`config.mk`:
```
export PLATFORM = sky130hd
export DESIGN_NAME = player_motion
export DESIGN_NICKNAME = d
export VERILOG_FILES = /design/src/rtl/player_pkg.sv /design/src/rtl/platform_collide.sv /design/src/rtl/player_motion.sv
export SDC_FILE = /design/constraint.sdc
export NUM_CORES = 1
export LEC_CHECK = 0
export ABC_CLOCK_PERIOD_IN_PS = 29000
export BUFFER_PORTS_ARGS = -buffer_cell sky130_fd_sc_hd__buf_2
export CAP_MARGIN = 20
export CORE_MARGIN = 4
export CORE_UTILIZATION = 53
export CTS_CLUSTER_SIZE = 14
export DETAILED_ROUTE_END_ITERATION = 10
export PLACE_DENSITY = 0.88
export SLEW_MARGIN = 20
export SYNTH_ARGS = -nofsm -noshare
export SYNTH_HDL_FRONTEND = slang
export SYNTH_SLANG_ARGS = --single-unit
```
`constraint.sdc`:
```
create_clock -name frame_clk -period 29 [get_ports frame_clk]
set_input_delay 2.9 -clock frame_clk [delete_from_list [all_inputs] [get_ports frame_clk]]
set_output_delay 2.9 -clock frame_clk [all_outputs]
set_load 0.03 [all_outputs]
```
`src/rtl/player_pkg.sv`:
```
// Shared types and constants for the player-motion block: motion states,
// USB keycodes, the platform record layout and signed position helpers.
package player_pkg;

  typedef enum logic [1:0] {
    GROUNDED = 2'd0,
    RISING   = 2'd1,
    FALLING  = 2'd2
  } motion_state_t;

  localparam logic [7:0] KEY_JUMP  = 8'h1A;
  localparam logic [7:0] KEY_RIGHT = 8'h07;
  localparam logic [7:0] KEY_LEFT  = 8'h04;

  // One platform as carried on plat_bus; x_left sits in the top bits.
  typedef struct packed {
    logic [9:0] x_left;
    logic [9:0] x_right;
    logic [9:0] y_top;
  } platform_t;

  localparam int PLAT_W = 30;

  // Position arithmetic is done in 11-bit signed so that steps below zero
  // can be detected before clamping back to the 10-bit screen range.
  typedef logic signed [10:0] pos_s_t;

  function automatic pos_s_t to_s(input logic [9:0] v);
    return pos_s_t'({1'b0, v});
  endfunction

  function automatic logic [9:0] clamp10(input pos_s_t v);
    if (v[10]) begin
      return 10'd0;
    end
    return v[9:0];
  endfunction

endpackage

```
`src/rtl/platform_collide.sv`:
```
// Combinational platform search: reports whether the feet are resting on a
// platform or the ground, and the highest landing surface reachable this
// frame when moving down by vy.
module platform_collide
  import player_pkg::*;
#(
  parameter int NUM_PLAT = 4,
  parameter int GROUND_Y = 398
) (
  input  logic [NUM_PLAT*PLAT_W-1:0] plat_bus,
  input  logic [9:0]                 world_x,
  input  logic [9:0]                 feet,
  input  logic signed [5:0]          vy,
  output logic                       land_hit,
  output logic [9:0]                 land_y,
  output logic                       supported
);

  localparam logic [9:0] GROUND_U = 10'(GROUND_Y);

  pos_s_t    reach;
  platform_t plat;

  // Scan every platform; the ground is always a landing candidate once the
  // step would reach or pass it, and the smallest y_top wins.
  always_comb begin
    reach     = to_s(feet) + pos_s_t'(vy);
    land_hit  = (reach >= to_s(GROUND_U));
    land_y    = GROUND_U;
    supported = (feet == GROUND_U);
    plat      = '0;
    for (int i = 0; i < NUM_PLAT; i++) begin
      plat = platform_t'(plat_bus[i*PLAT_W +: PLAT_W]);
      if ((plat.x_left <= world_x) && (world_x <= plat.x_right)) begin
        if (plat.y_top == feet) begin
          supported = 1'b1;
        end
        if ((plat.y_top >= feet) && (to_s(plat.y_top) <= reach) &&
            (!land_hit || (plat.y_top < land_y))) begin
          land_hit = 1'b1;
          land_y   = plat.y_top;
        end
      end
    end
  end

endmodule

```
`src/rtl/player_motion.sv`:
```
// Per-frame player motion controller: key decode, walking with world
// scroll, edge-triggered jump, integer gravity and platform landing.
// Optional feature macro: PLAYER_DOUBLE_JUMP_EN (one extra airborne jump).
module player_motion
  import player_pkg::*;
#(
  parameter int X_START    = 80,
  parameter int GROUND_Y   = 398,
  parameter int SIZE_X     = 10,
  parameter int SIZE_Y     = 20,
  parameter int X_MIN      = 10,
  parameter int X_MAX      = 629,
  parameter int Y_MIN      = 20,
  parameter int X_STEP     = 1,
  parameter int JUMP_V     = 6,
  parameter int GRAV_DIV   = 2,
  parameter int MAX_FALL   = 6,
  parameter int SCROLL_X   = 320,
  parameter int SCROLL_MAX = 319,
  parameter int NUM_PLAT   = 4,
  parameter int STEP_DIV   = 8
) (
  input  logic                       frame_clk,
  input  logic                       Reset,
  input  logic [7:0]                 keycode,
  input  logic [7:0]                 keycode1,
  input  logic [NUM_PLAT*PLAT_W-1:0] plat_bus,
  output logic [9:0]                 pos_x,
  output logic [9:0]                 pos_y,
  output logic [9:0]                 scroll,
  output logic [9:0]                 size_x,
  output logic [9:0]                 size_y,
  output logic [1:0]                 state,
  output logic                       step_pulse
);

  localparam int GRAV_W = (GRAV_DIV > 1) ? $clog2(GRAV_DIV) : 1;
  localparam int STEP_W = ($clog2(STEP_DIV) > 3) ? $clog2(STEP_DIV) : 3;

  localparam logic [GRAV_W-1:0] GRAV_LAST = GRAV_W'(GRAV_DIV - 1);
  localparam logic [STEP_W-1:0] STEP_LAST = STEP_W'(STEP_DIV - 1);

  localparam logic [9:0] X_START_U    = 10'(X_START);
  localparam logic [9:0] Y_REST_U     = 10'(GROUND_Y - SIZE_Y);
  localparam logic [9:0] X_MIN_U      = 10'(X_MIN);
  localparam logic [9:0] X_MAX_U      = 10'(X_MAX);
  localparam logic [9:0] Y_MIN_U      = 10'(Y_MIN);
  localparam logic [9:0] SCROLL_X_U   = 10'(SCROLL_X);
  localparam logic [9:0] SCROLL_MAX_U = 10'(SCROLL_MAX);

  localparam pos_s_t X_MIN_S      = pos_s_t'(X_MIN);
  localparam pos_s_t X_MAX_S      = pos_s_t'(X_MAX);
  localparam pos_s_t Y_MIN_S      = pos_s_t'(Y_MIN);
  localparam pos_s_t X_STEP_S     = pos_s_t'(X_STEP);
  localparam pos_s_t SIZE_Y_S     = pos_s_t'(SIZE_Y);
  localparam pos_s_t SCROLL_MAX_S = pos_s_t'(SCROLL_MAX);

  localparam logic signed [5:0] VY_JUMP = 6'(-JUMP_V);
  localparam logic signed [5:0] VY_MAX  = 6'(MAX_FALL);

  motion_state_t      cur_state, next_state;
  logic signed [5:0]  vy, vy_n, vy_inc;
  logic               jump_q;
  logic [GRAV_W-1:0]  grav_cnt, grav_n;
  logic [STEP_W-1:0]  step_cnt, step_n;
  logic               step_pulse_n;
  logic [9:0]         pos_x_n, pos_y_n, scroll_n;
  pos_s_t             x_s, y_s, scroll_s;

`ifdef PLAYER_DOUBLE_JUMP_EN
  logic air_jump_used, air_jump_used_n;
`endif

  logic key_jump, key_right, key_left;
  logic move_left, move_right, jump_edge, grav_tick;
  logic [9:0] world_x, feet;
  logic land_hit, supported;
  logic [9:0] land_y;

  assign key_jump   = (keycode == KEY_JUMP)  || (keycode1 == KEY_JUMP);
  assign key_right  = (keycode == KEY_RIGHT) || (keycode1 == KEY_RIGHT);
  assign key_left   = (keycode == KEY_LEFT)  || (keycode1 == KEY_LEFT);
  assign move_left  = key_left & ~key_right;
  assign move_right = key_right & ~key_left;
  assign jump_edge  = key_jump & ~jump_q;
  assign world_x    = pos_x + scroll;
  assign feet       = pos_y + 10'(SIZE_Y);
  assign grav_tick  = (grav_cnt == GRAV_LAST);

  assign state  = cur_state;
  assign size_x = 10'(SIZE_X);
  assign size_y = 10'(SIZE_Y);

  platform_collide #(
    .NUM_PLAT (NUM_PLAT),
    .GROUND_Y (GROUND_Y)
  ) u_collide (
    .plat_bus  (plat_bus),
    .world_x   (world_x),
    .feet      (feet),
    .vy        (vy),
    .land_hit  (land_hit),
    .land_y    (land_y),
    .supported (supported)
  );

  // Frame register: all motion state advances once per frame.
  always_ff @(posedge frame_clk or posedge Reset) begin
    if (Reset) begin
      pos_x      <= X_START_U;
      pos_y      <= Y_REST_U;
      scroll     <= '0;
      cur_state  <= GROUNDED;
      vy         <= '0;
      jump_q     <= 1'b0;
      grav_cnt   <= '0;
      step_cnt   <= '0;
      step_pulse <= 1'b0;
`ifdef PLAYER_DOUBLE_JUMP_EN
      air_jump_used <= 1'b0;
`endif
    end else begin
      pos_x      <= pos_x_n;
      pos_y      <= pos_y_n;
      scroll     <= scroll_n;
      cur_state  <= next_state;
      vy         <= vy_n;
      jump_q     <= key_jump;
      grav_cnt   <= grav_n;
      step_cnt   <= step_n;
      step_pulse <= step_pulse_n;
`ifdef PLAYER_DOUBLE_JUMP_EN
      air_jump_used <= air_jump_used_n;
`endif
    end
  end

  // Horizontal walk; right-walk past the scroll line moves the world instead.
  always_comb begin
    pos_x_n  = pos_x;
    scroll_n = scroll;
    x_s      = to_s(pos_x);
    scroll_s = to_s(scroll) + X_STEP_S;
    if (move_left) begin
      x_s     = to_s(pos_x) - X_STEP_S;
      pos_x_n = (x_s < X_MIN_S) ? X_MIN_U : clamp10(x_s);
    end else if (move_right) begin
      if ((pos_x >= SCROLL_X_U) && (scroll < SCROLL_MAX_U)) begin
        scroll_n = (scroll_s > SCROLL_MAX_S) ? SCROLL_MAX_U : clamp10(scroll_s);
      end else begin
        x_s     = to_s(pos_x) + X_STEP_S;
        pos_x_n = (x_s > X_MAX_S) ? X_MAX_U : clamp10(x_s);
      end
    end
  end

  // Vertical next-state: jump, rise against the ceiling, fall and land.
  always_comb begin
    next_state = cur_state;
    vy_n       = vy;
    pos_y_n    = pos_y;
    y_s        = to_s(pos_y) + pos_s_t'(vy);
    vy_inc     = vy + (grav_tick ? 6'sd1 : 6'sd0);
`ifdef PLAYER_DOUBLE_JUMP_EN
    air_jump_used_n = air_jump_used;
`endif
    case (cur_state)
      GROUNDED: begin
        if (jump_edge) begin
          vy_n       = VY_JUMP;
          next_state = RISING;
        end else if (!supported) begin
          vy_n       = '0;
          next_state = FALLING;
        end
      end
      RISING: begin
        if (y_s < Y_MIN_S) begin
          pos_y_n    = Y_MIN_U;
          vy_n       = '0;
          next_state = FALLING;
        end else begin
          pos_y_n = clamp10(y_s);
          vy_n    = vy_inc;
          if (!vy_inc[5]) begin
            next_state = FALLING;
          end
        end
      end
      FALLING: begin
        if (land_hit) begin
          pos_y_n    = clamp10(to_s(land_y) - SIZE_Y_S);
          vy_n       = '0;
          next_state = GROUNDED;
`ifdef PLAYER_DOUBLE_JUMP_EN
          air_jump_used_n = 1'b0;
`endif
        end else begin
          pos_y_n = clamp10(y_s);
          vy_n    = (vy_inc > VY_MAX) ? VY_MAX : vy_inc;
        end
      end
      default: begin
        next_state = GROUNDED;
      end
    endcase
`ifdef PLAYER_DOUBLE_JUMP_EN
    if ((cur_state != GROUNDED) && !((cur_state == FALLING) && land_hit) &&
        jump_edge && !air_jump_used) begin
      vy_n            = VY_JUMP;
      next_state      = RISING;
      air_jump_used_n = 1'b1;
    end
`endif
  end

  // Gravity divider counts airborne frames and restarts on any state change.
  always_comb begin
    grav_n = '0;
    if ((next_state == cur_state) && (cur_state != GROUNDED) && !grav_tick) begin
      grav_n = grav_cnt + 1'b1;
    end
  end

  // Footstep counter: pulses every STEP_DIV frames of walking on the ground.
  always_comb begin
    step_n       = '0;
    step_pulse_n = 1'b0;
    if ((cur_state == GROUNDED) && (move_left || move_right)) begin
      if (step_cnt == STEP_LAST) begin
        step_pulse_n = 1'b1;
      end else begin
        step_n = step_cnt + 1'b1;
      end
    end
  end

endmodule

```
==> results of run 1 <==
-- critical path: cells and delay by family (launching register included) --
| kind | cells | cell delay (ns) |
|---|---|---|
| adder cells (fa/ha/maj) | 6 | 1.73 |
| XOR/XNOR | 1 | 0.61 |
| buffers and inverters | 2 | 0.35 |
| AND/OR/NAND/NOR | 11 | 2.42 |
| multiplexers | 1 | 0.34 |
| flip-flops | 1 | 0.57 |
| AO/OA/AOI/OAI | 38 | 7.95 |
-- synth_stat cells, types with 13 or more instances --
library cell / instances / area (um^2)
buf_4: 22 / 165
nand2_1: 89 / 334
nor3_1: 38 / 190
dfrtp_1: 36 / 901
nor4_1: 13 / 81.3
a31oi_1: 14 / 87.6
and3_1: 14 / 87.6
xor2_1: 15 / 131
nand4_1: 35 / 219
nand3_1: 33 / 165
a211oi_1: 19 / 143
nor2b_1: 14 / 87.6
clkbuf_1: 16 / 60.1
inv_1: 124 / 465
xnor2_1: 26 / 228
ha_1: 227 / 2840
nand2b_1: 14 / 87.6
and2_1: 15 / 93.8
nor2_1: 75 / 282
a21oi_1: 101 / 505
o21ai_0: 58 / 290
a21o_1: 40 / 300
-- worst min-delay path by stage --
stage	from	endpoint	slack (ns)	depth (start not counted)
2_1_floorplan	step_cnt[0]	step_cnt[0]	0.41	1
3_3_place_gp	step_cnt[0]	step_cnt[0]	0.43	1
3_5_place_dp	step_cnt[0]	step_cnt[0]	0.43	1
4_1_cts	step_cnt[0]	step_cnt[0]	0.44	1
5_1_grt	step_cnt[0]	step_cnt[0]	0.48	1
6_report	step_cnt[0]	step_cnt[0]	0.46	1
-- where the power goes --
part	internal, W	total [W]	switching, W
registers	0.0000760	0.000107	0.0000313
logic	0.000249	0.000632	0.000383
clock network	0.0000343	0.0000590	0.0000247
-- registers in the layout (all words and copies together), names as in the netlist --
name        flops
pos_x          10
pos_y          10
scroll         10
vy              6
step_cnt        3
state           2
grav_cnt        1
jump_q          1
step_pulse      1
-- per-layer routing --
metal	global-route usage	routed length, um
met1	0.378	13400
met2	0.487	14900
met3	0.0512	2700
met4	0.142	1680
met5	0	0
-- final cells by class --
type | instances | share of cell area
Clock buffer | 6 | 0.0123
Inverter | 126 | 0.0419
Tap cell | 234 | 0.0259
Sequential cell | 44 | 0.0984
Multi-Input combinational cell | 1093 | 0.739
Timing Repair Buffer | 179 | 0.0814
Clock inverter | 2 | 0.00133
-- kinds of logic (layout without fill, tap and decap cells) --
family                     Yosys count  in the layout
buffers and inverters              170            313
xor gates and xnor gates            41             41
muxes                               16             16
and+or+nand+nor                    395            395
adders and majority gates          234            234
other                                2             21
DFF                                 44             44
AOI/OAI and AO/OA                  386            386
-- placed cells by master, fill, tap and decap left out, drive strengths merged, types with 17 or more instances in the layout --
cell type / instances
ha: 227
and3: 17
nor2: 77
xnor2: 26
a211oi: 21
inv: 124
conb: 21
dfrtp: 36
o21ai: 60
buf: 179
a21o: 42
and2: 17
nand4: 36
nand3: 35
nand2: 92
a21oi: 102
nor3: 39
-- per-stage QoR --
| step | setup slack, ns | utilization | cell area (um^2) | std cells | hold WS, ns |
|---|---|---|---|---|---|
| 6_report | 14.87 | 0.601 | 11300 | 1684 | 0.462 |
| 5_1_grt | 13.75 | 0.601 | 11300 | 1684 | 0.478 |
| 4_1_cts | 15.01 | 0.601 | 11300 | 1684 | 0.445 |
| 3_5_place_dp | 14.77 | 0.593 | 11100 | 1676 | 0.429 |
| 3_3_place_gp | 15.13 | 0.593 | 11100 | 1676 | 0.428 |
| 2_1_floorplan | 16.46 | - | 10200 | 1307 | 0.410 |
==> out/results.tsv, run 1 <==
stage	metric	value	unit
final_layout	drive_gt1_frac	0.180	
detailed_routing	drtIter0Drc	698	
timing	fin_skew	0.0101	ns
timing	max_slew_margin	0.260	
detailed_routing	via_per_inst	6.31	
floorplanning	die_area	21400	um^2
synthesis	synth_compound_area_frac	0.267	
hold_path	hold_path.class	flop to flop	
synthesis	syn_area_per_cell	7.87	um^2
global_route	grt_pass1_vias	10400	
synthesis	synth-seq-area-share	0.110	
setup_path	slowest_stage	or4_1	
timing	setup_viol	0	
clock_tree	cts_buffers	5	
clock_tree	cts.path.max_buffers	2	
synthesis	synth_mux_area_frac	0.0194	
setup_path	worst_ep_arrival_time	14.29	ns
detailed_routing	antenna_left	0	
setup_path	critPathLaunchType	flop	
timing	worstMarginPinSlew	1.11	ns
timing	period_share	0.487	
clock_tree	h-tree-depth	2	
setup_path	worstSetupStartpoint	pos_x[1]	
setup_path	ff2ff_setup_slack	14.87	ns
synthesis	synthesis.instances	1288	
job	maxCapViolCount	0	
final_layout	n_fill_cell	1671	
clock_tree	holdBufCountCts	0	
synthesis	synth-main-ff-cell	dfrtp_1	
detailed_routing	drt-total-wl	32800	um
synthesis	ys_async_sr_fraction	1.00	
timing	fmax	70.8	MHz
floorplanning	ios	191	
clock_tree	clk_latency	0.29	ns
placed_design	gp_congestion	1.04	
clock_tree	tritoncts	done	
synthesis	synthSimpleGateAreaFrac	0.204	
setup_path	crit_top_cell	a21o_1	
detailed_routing	drc	0	
placed_design	dp_hpwl	26700	um
power	p_leak	5.73	nW
final_layout	seqCellArea	1110	um^2
setup_path	r2r_start	pos_x[1]	
setup_path	crit_end	pos_y[7]	
power	powerDensity	70.7	nW/um^2
synthesis	synth_top_family_by_area	adder cells	
floorplanning	initial_utilization	0.540	
synthesis	yosys.area_share.xor_xnor	0.0354	
detailed_routing	dr.pass1.iters	6	
setup_path	required	29.16	ns
final_layout	syn_to_final_growth	11.4	%
setup_path	crit_path_end_kind	flop	
final_layout	fin_nets	1816	
global_route	grt_pass1_wl	52900	um
synthesis	yosysWarnings	0	
setup_path	timing.rr.end	pos_y[7]	
floorplanning	fp.dieW	146	um
timing	fin_tns_setup	0	ns
detailed_routing	num_vias	10600	
floorplanning	core_area	18800	um^2
floorplanning	dieHeight	146	um
setup_path	slowest_delay	0.63	ns
run_status	status	complete, no violations	
synthesis	synthDistinctLibCells	109	
clock_tree	postCtsSetupBuffers	0	
power	peakVddDrop	0.0455	mV
synthesis	ys_seq_elements	44	
power	finalPower	0.000798	W
setup_path	r2r_cells	59	
detailed_routing	route.detailed.wl_per_inst	19.5	um
synthesis	synth_edf_count	0	
setup_path	path_max_fanout	17	
timing	finalMaxSlewViolations	0	
global_route	antenna_found_initial	0	
setup_path	path_class	flop to flop	
global_route	grt_max_degree	45	
global_route	track_usage	0.297	
global_route	grt-ovfl-total	0	
floorplanning	rows	50	
final_layout	multiInputGateArea	8340	um^2
timing	grt_setup_unrepaired	no	
final_layout	insertedDiodeCount	0	
clock_tree	cts_root_buf	clkbuf_16	
synthesis	synthAdderAreaFrac	0.289	
clock_tree	postCtsResizedCells	0	
synthesis	synthesis.area	10100	um^2
placed_design	portBuffers	170	
clock_tree	cts.clk_slew.worst_paths	0.07	ns
timing	hold_viol_final	0	
clock_tree	clock-sinks	44	
timing	period_minus_slack	14.13	ns
(Power assumes the default switching activity.)
==> run 2: changes to the inputs <==
--- a/config.mk
+++ b/config.mk
@@ -5,14 +5,14 @@
 export SDC_FILE = /design/constraint.sdc
 export NUM_CORES = 1
 export LEC_CHECK = 0
-export ABC_CLOCK_PERIOD_IN_PS = 29000
+export ABC_CLOCK_PERIOD_IN_PS = 11600
 export BUFFER_PORTS_ARGS = -buffer_cell sky130_fd_sc_hd__buf_2
 export CAP_MARGIN = 20
 export CORE_MARGIN = 4
 export CORE_UTILIZATION = 53
 export CTS_CLUSTER_SIZE = 14
 export DETAILED_ROUTE_END_ITERATION = 10
-export PLACE_DENSITY = 0.88
+export PLACE_DENSITY = 0.91
 export SLEW_MARGIN = 20
 export SYNTH_ARGS = -nofsm -noshare
 export SYNTH_HDL_FRONTEND = slang
==> constraint.sdc (replaced) <==
create_clock -name frame_clk -period 11.6 [get_ports frame_clk]
set_input_delay 1.16 -clock frame_clk [delete_from_list [all_inputs] [get_ports frame_clk]]
set_output_delay 1.16 -clock frame_clk [all_outputs]
set_load 0.03 [all_outputs]
==> run 2 against run 1 <==
Compared with the run above: register-to-register slack got worse by 15 ns; power increased to 2.8 times the previous value; clock power grew to 2.5 times the previous value; die area did not move; via count rose by 6.5%; final area is 8.7% higher; critical path depth increased by 1; first-iteration DRC count up 26%; utilization rose by 5.3 points; routed wire length increased by 4.9%; critical endpoint unchanged; largest cell class unchanged.
==> out/results.tsv, run 2 (same netlist as run 1, synthesis figures left out) <==
stage	metric	value	unit
run_status	status	complete, no violations	
floorplanning	rows	50	
floorplanning	dieHeight	146	um
setup_path	crit_top_cell	a21o_1	
clock_tree	cts.clk_slew.worst_paths	0.07	ns
detailed_routing	via_per_inst	6.44	
timing	worstMarginPinSlew	0.913	ns
setup_path	slowest_stage	or4_4	
detailed_routing	drt-total-wl	34400	um
final_layout	syn_to_final_growth	21.1	%
setup_path	critPathLaunchType	flop	
placed_design	gp_congestion	1.02	
hold_path	hold_path.class	flop to flop	
timing	period_minus_slack	11.28	ns
floorplanning	ios	191	
detailed_routing	drc	0	
clock_tree	clock-sinks	44	
setup_path	r2r_start	pos_x[0]	
clock_tree	cts_buffers	5	
global_route	grt_pass1_vias	10800	
final_layout	drive_gt1_frac	0.262	
setup_path	ff2ff_setup_slack	0.32	ns
setup_path	r2r_cells	60	
timing	finalMaxSlewViolations	0	
power	net-switching-power	0.00117	W
setup_path	path_max_fanout	6	
timing	hold_viol_final	0	
setup_path	required	11.77	ns
timing	layout_setup_ws	0.321	ns
setup_path	worstSetupStartpoint	pos_x[0]	
hold_path	min_from	step_cnt[0]	
detailed_routing	route.detailed.wl_per_inst	19.5	um
final_layout	final_cell_mix	ha_1, buf_2, inv_1	
final_layout	final_common_cell	ha_1	
final_layout	insertedDiodeCount	0	
final_layout	n_fill_cell	1541	
power	swShare	0.534	
power	peakVddDrop	0.0897	mV
clock_tree	h-tree-depth	2	
timing	fmax	88.7	MHz
power	powerDensity	179	nW/um^2
setup_path	crit_path_end_kind	flop	
floorplanning	initial_utilization	0.540	
setup_path	slowest_delay	0.59	ns
global_route	antenna_found_initial	0	
placed_design	dp_hpwl	27400	um
final_layout	top_regs	pos_x: 10 flops, pos_y: 10 flops, scroll: 10 flops	
floorplanning	die_area	21400	um^2
power	seq_power_share	0.107	
detailed_routing	drtIter0Drc	879	
power	finalPower	0.00220	W
timing	period_share	0.972	
setup_path	worst_ep_arrival_time	11.44	ns
timing	fin_skew	0.00805	ns
detailed_routing	antenna_left	0	
clock_tree	clk_latency	0.29	ns
setup_path	path_class	flop to flop	
placed_design	dp_slack	-0.730	ns
final_layout	fin_nets	1891	
clock_tree	cts_root_buf	clkbuf_16	
placed_design	portBuffers	170	
detailed_routing	num_vias	11300	
timing	max_slew_margin	0.382	
floorplanning	core_area	18800	um^2
clock_tree	cts.path.max_buffers	2	
setup_path	crit_end	pos_y[7]	
floorplanning	fp.dieW	146	um
clock_tree	tritoncts	done	
detailed_routing	dr.pass1.iters	6	
power	pwr-share-comb	0.826	
setup_path	timing.rr.end	pos_y[7]	
timing	fin_tns_setup	0	ns
power	p_clk_frac	0.067	
global_route	track_usage	0.295	
global_route	grt_max_degree	45	
timing	setup_viol	0	
clock_tree	holdBufCountCts	0	
power	p_leak	6.19	nW
power	p_int	0.00102	W
global_route	grt_pass1_wl	52900	um
job	maxCapViolCount	0	
global_route	grt-ovfl-total	0	
-- run 2: cell types whose count changed in the layout (fill, tap and decap cells not counted), moves of 5 or more --
cell / change
nor3_1: -7
nor3_2: +5
ha_1: -7
buf_4: +72
o21ai_0: -6
a21oi_2: +10
ha_4: +5
a21oi_1: -10
-- run 2: critical path: cells and delay by family (launching register included) --
kind	cells	cell delay, ns
AO/OA/AOI/OAI	34	5.91
XOR/XNOR	1	0.16
adder cells (fa/ha/maj)	7	1.82
buffers and inverters	5	0.53
flip-flops	1	0.41
multiplexers	1	0.26
AND/OR/NAND/NOR	12	2.02
-- run 2: per-layer routing --
layer  share of wire  GRT usage
met2            0.46      0.496
met1            0.40      0.372
met3           0.092     0.0534
met5               0          0
met4           0.051      0.124
-- run 2: stage by stage --
stage	cells	cell area (um^2)	hold WS (ns)	utilization
CTS	1739	11800	0.449	0.629
floorplan	1307	10200	0.410	-
finish	1759	12300	0.453	0.654
global route	1759	12300	0.457	0.654
global placement	1730	11600	0.428	0.616
detailed placement	1730	11600	0.431	0.616
-- run 2: power groups by stage --
stage | sequential (W) | clock, W | combinational [W]
finish | 0.000236 | 0.000148 | 0.00181
global route | 0.000238 | 0.000155 | 0.00198
CTS | 0.000234 | 0.000149 | 0.00167
detailed placement | 0.000236 | 0 | 0.00165
global placement | 0.000236 | 0 | 0.00157
floorplan | 0.000280 | 0 | 0.00110
-- run 2: timing repair --
action                                 CTS  global route
resized for setup                       19            66
pin swaps                                8            41
setup endpoints to repair               10            10
setup buffers                            1            20
gates cloned                             0             0
endpoints found under the hold margin    0             0
-- run 2: cell type report --
class | instances | area [um^2] | area share
clock buffer | 7 | 143 | 0.0116
clock inverter | 1 | 7.51 | 0.000612
inverter | 126 | 477 | 0.0388
multi-input combinational | 1093 | 8740 | 0.713
sequential | 44 | 1120 | 0.0909
tap | 234 | 293 | 0.0239
timing repair buffer | 254 | 1490 | 0.122
-- run 2: worst min-delay path by stage --
stage	to	depth (start not counted)
final	step_cnt[0]	1
after global routing	step_cnt[0]	1
after CTS	step_cnt[0]	1
after detailed placement	step_cnt[0]	1
after global placement	step_cnt[0]	1
after floorplan	step_cnt[0]	1
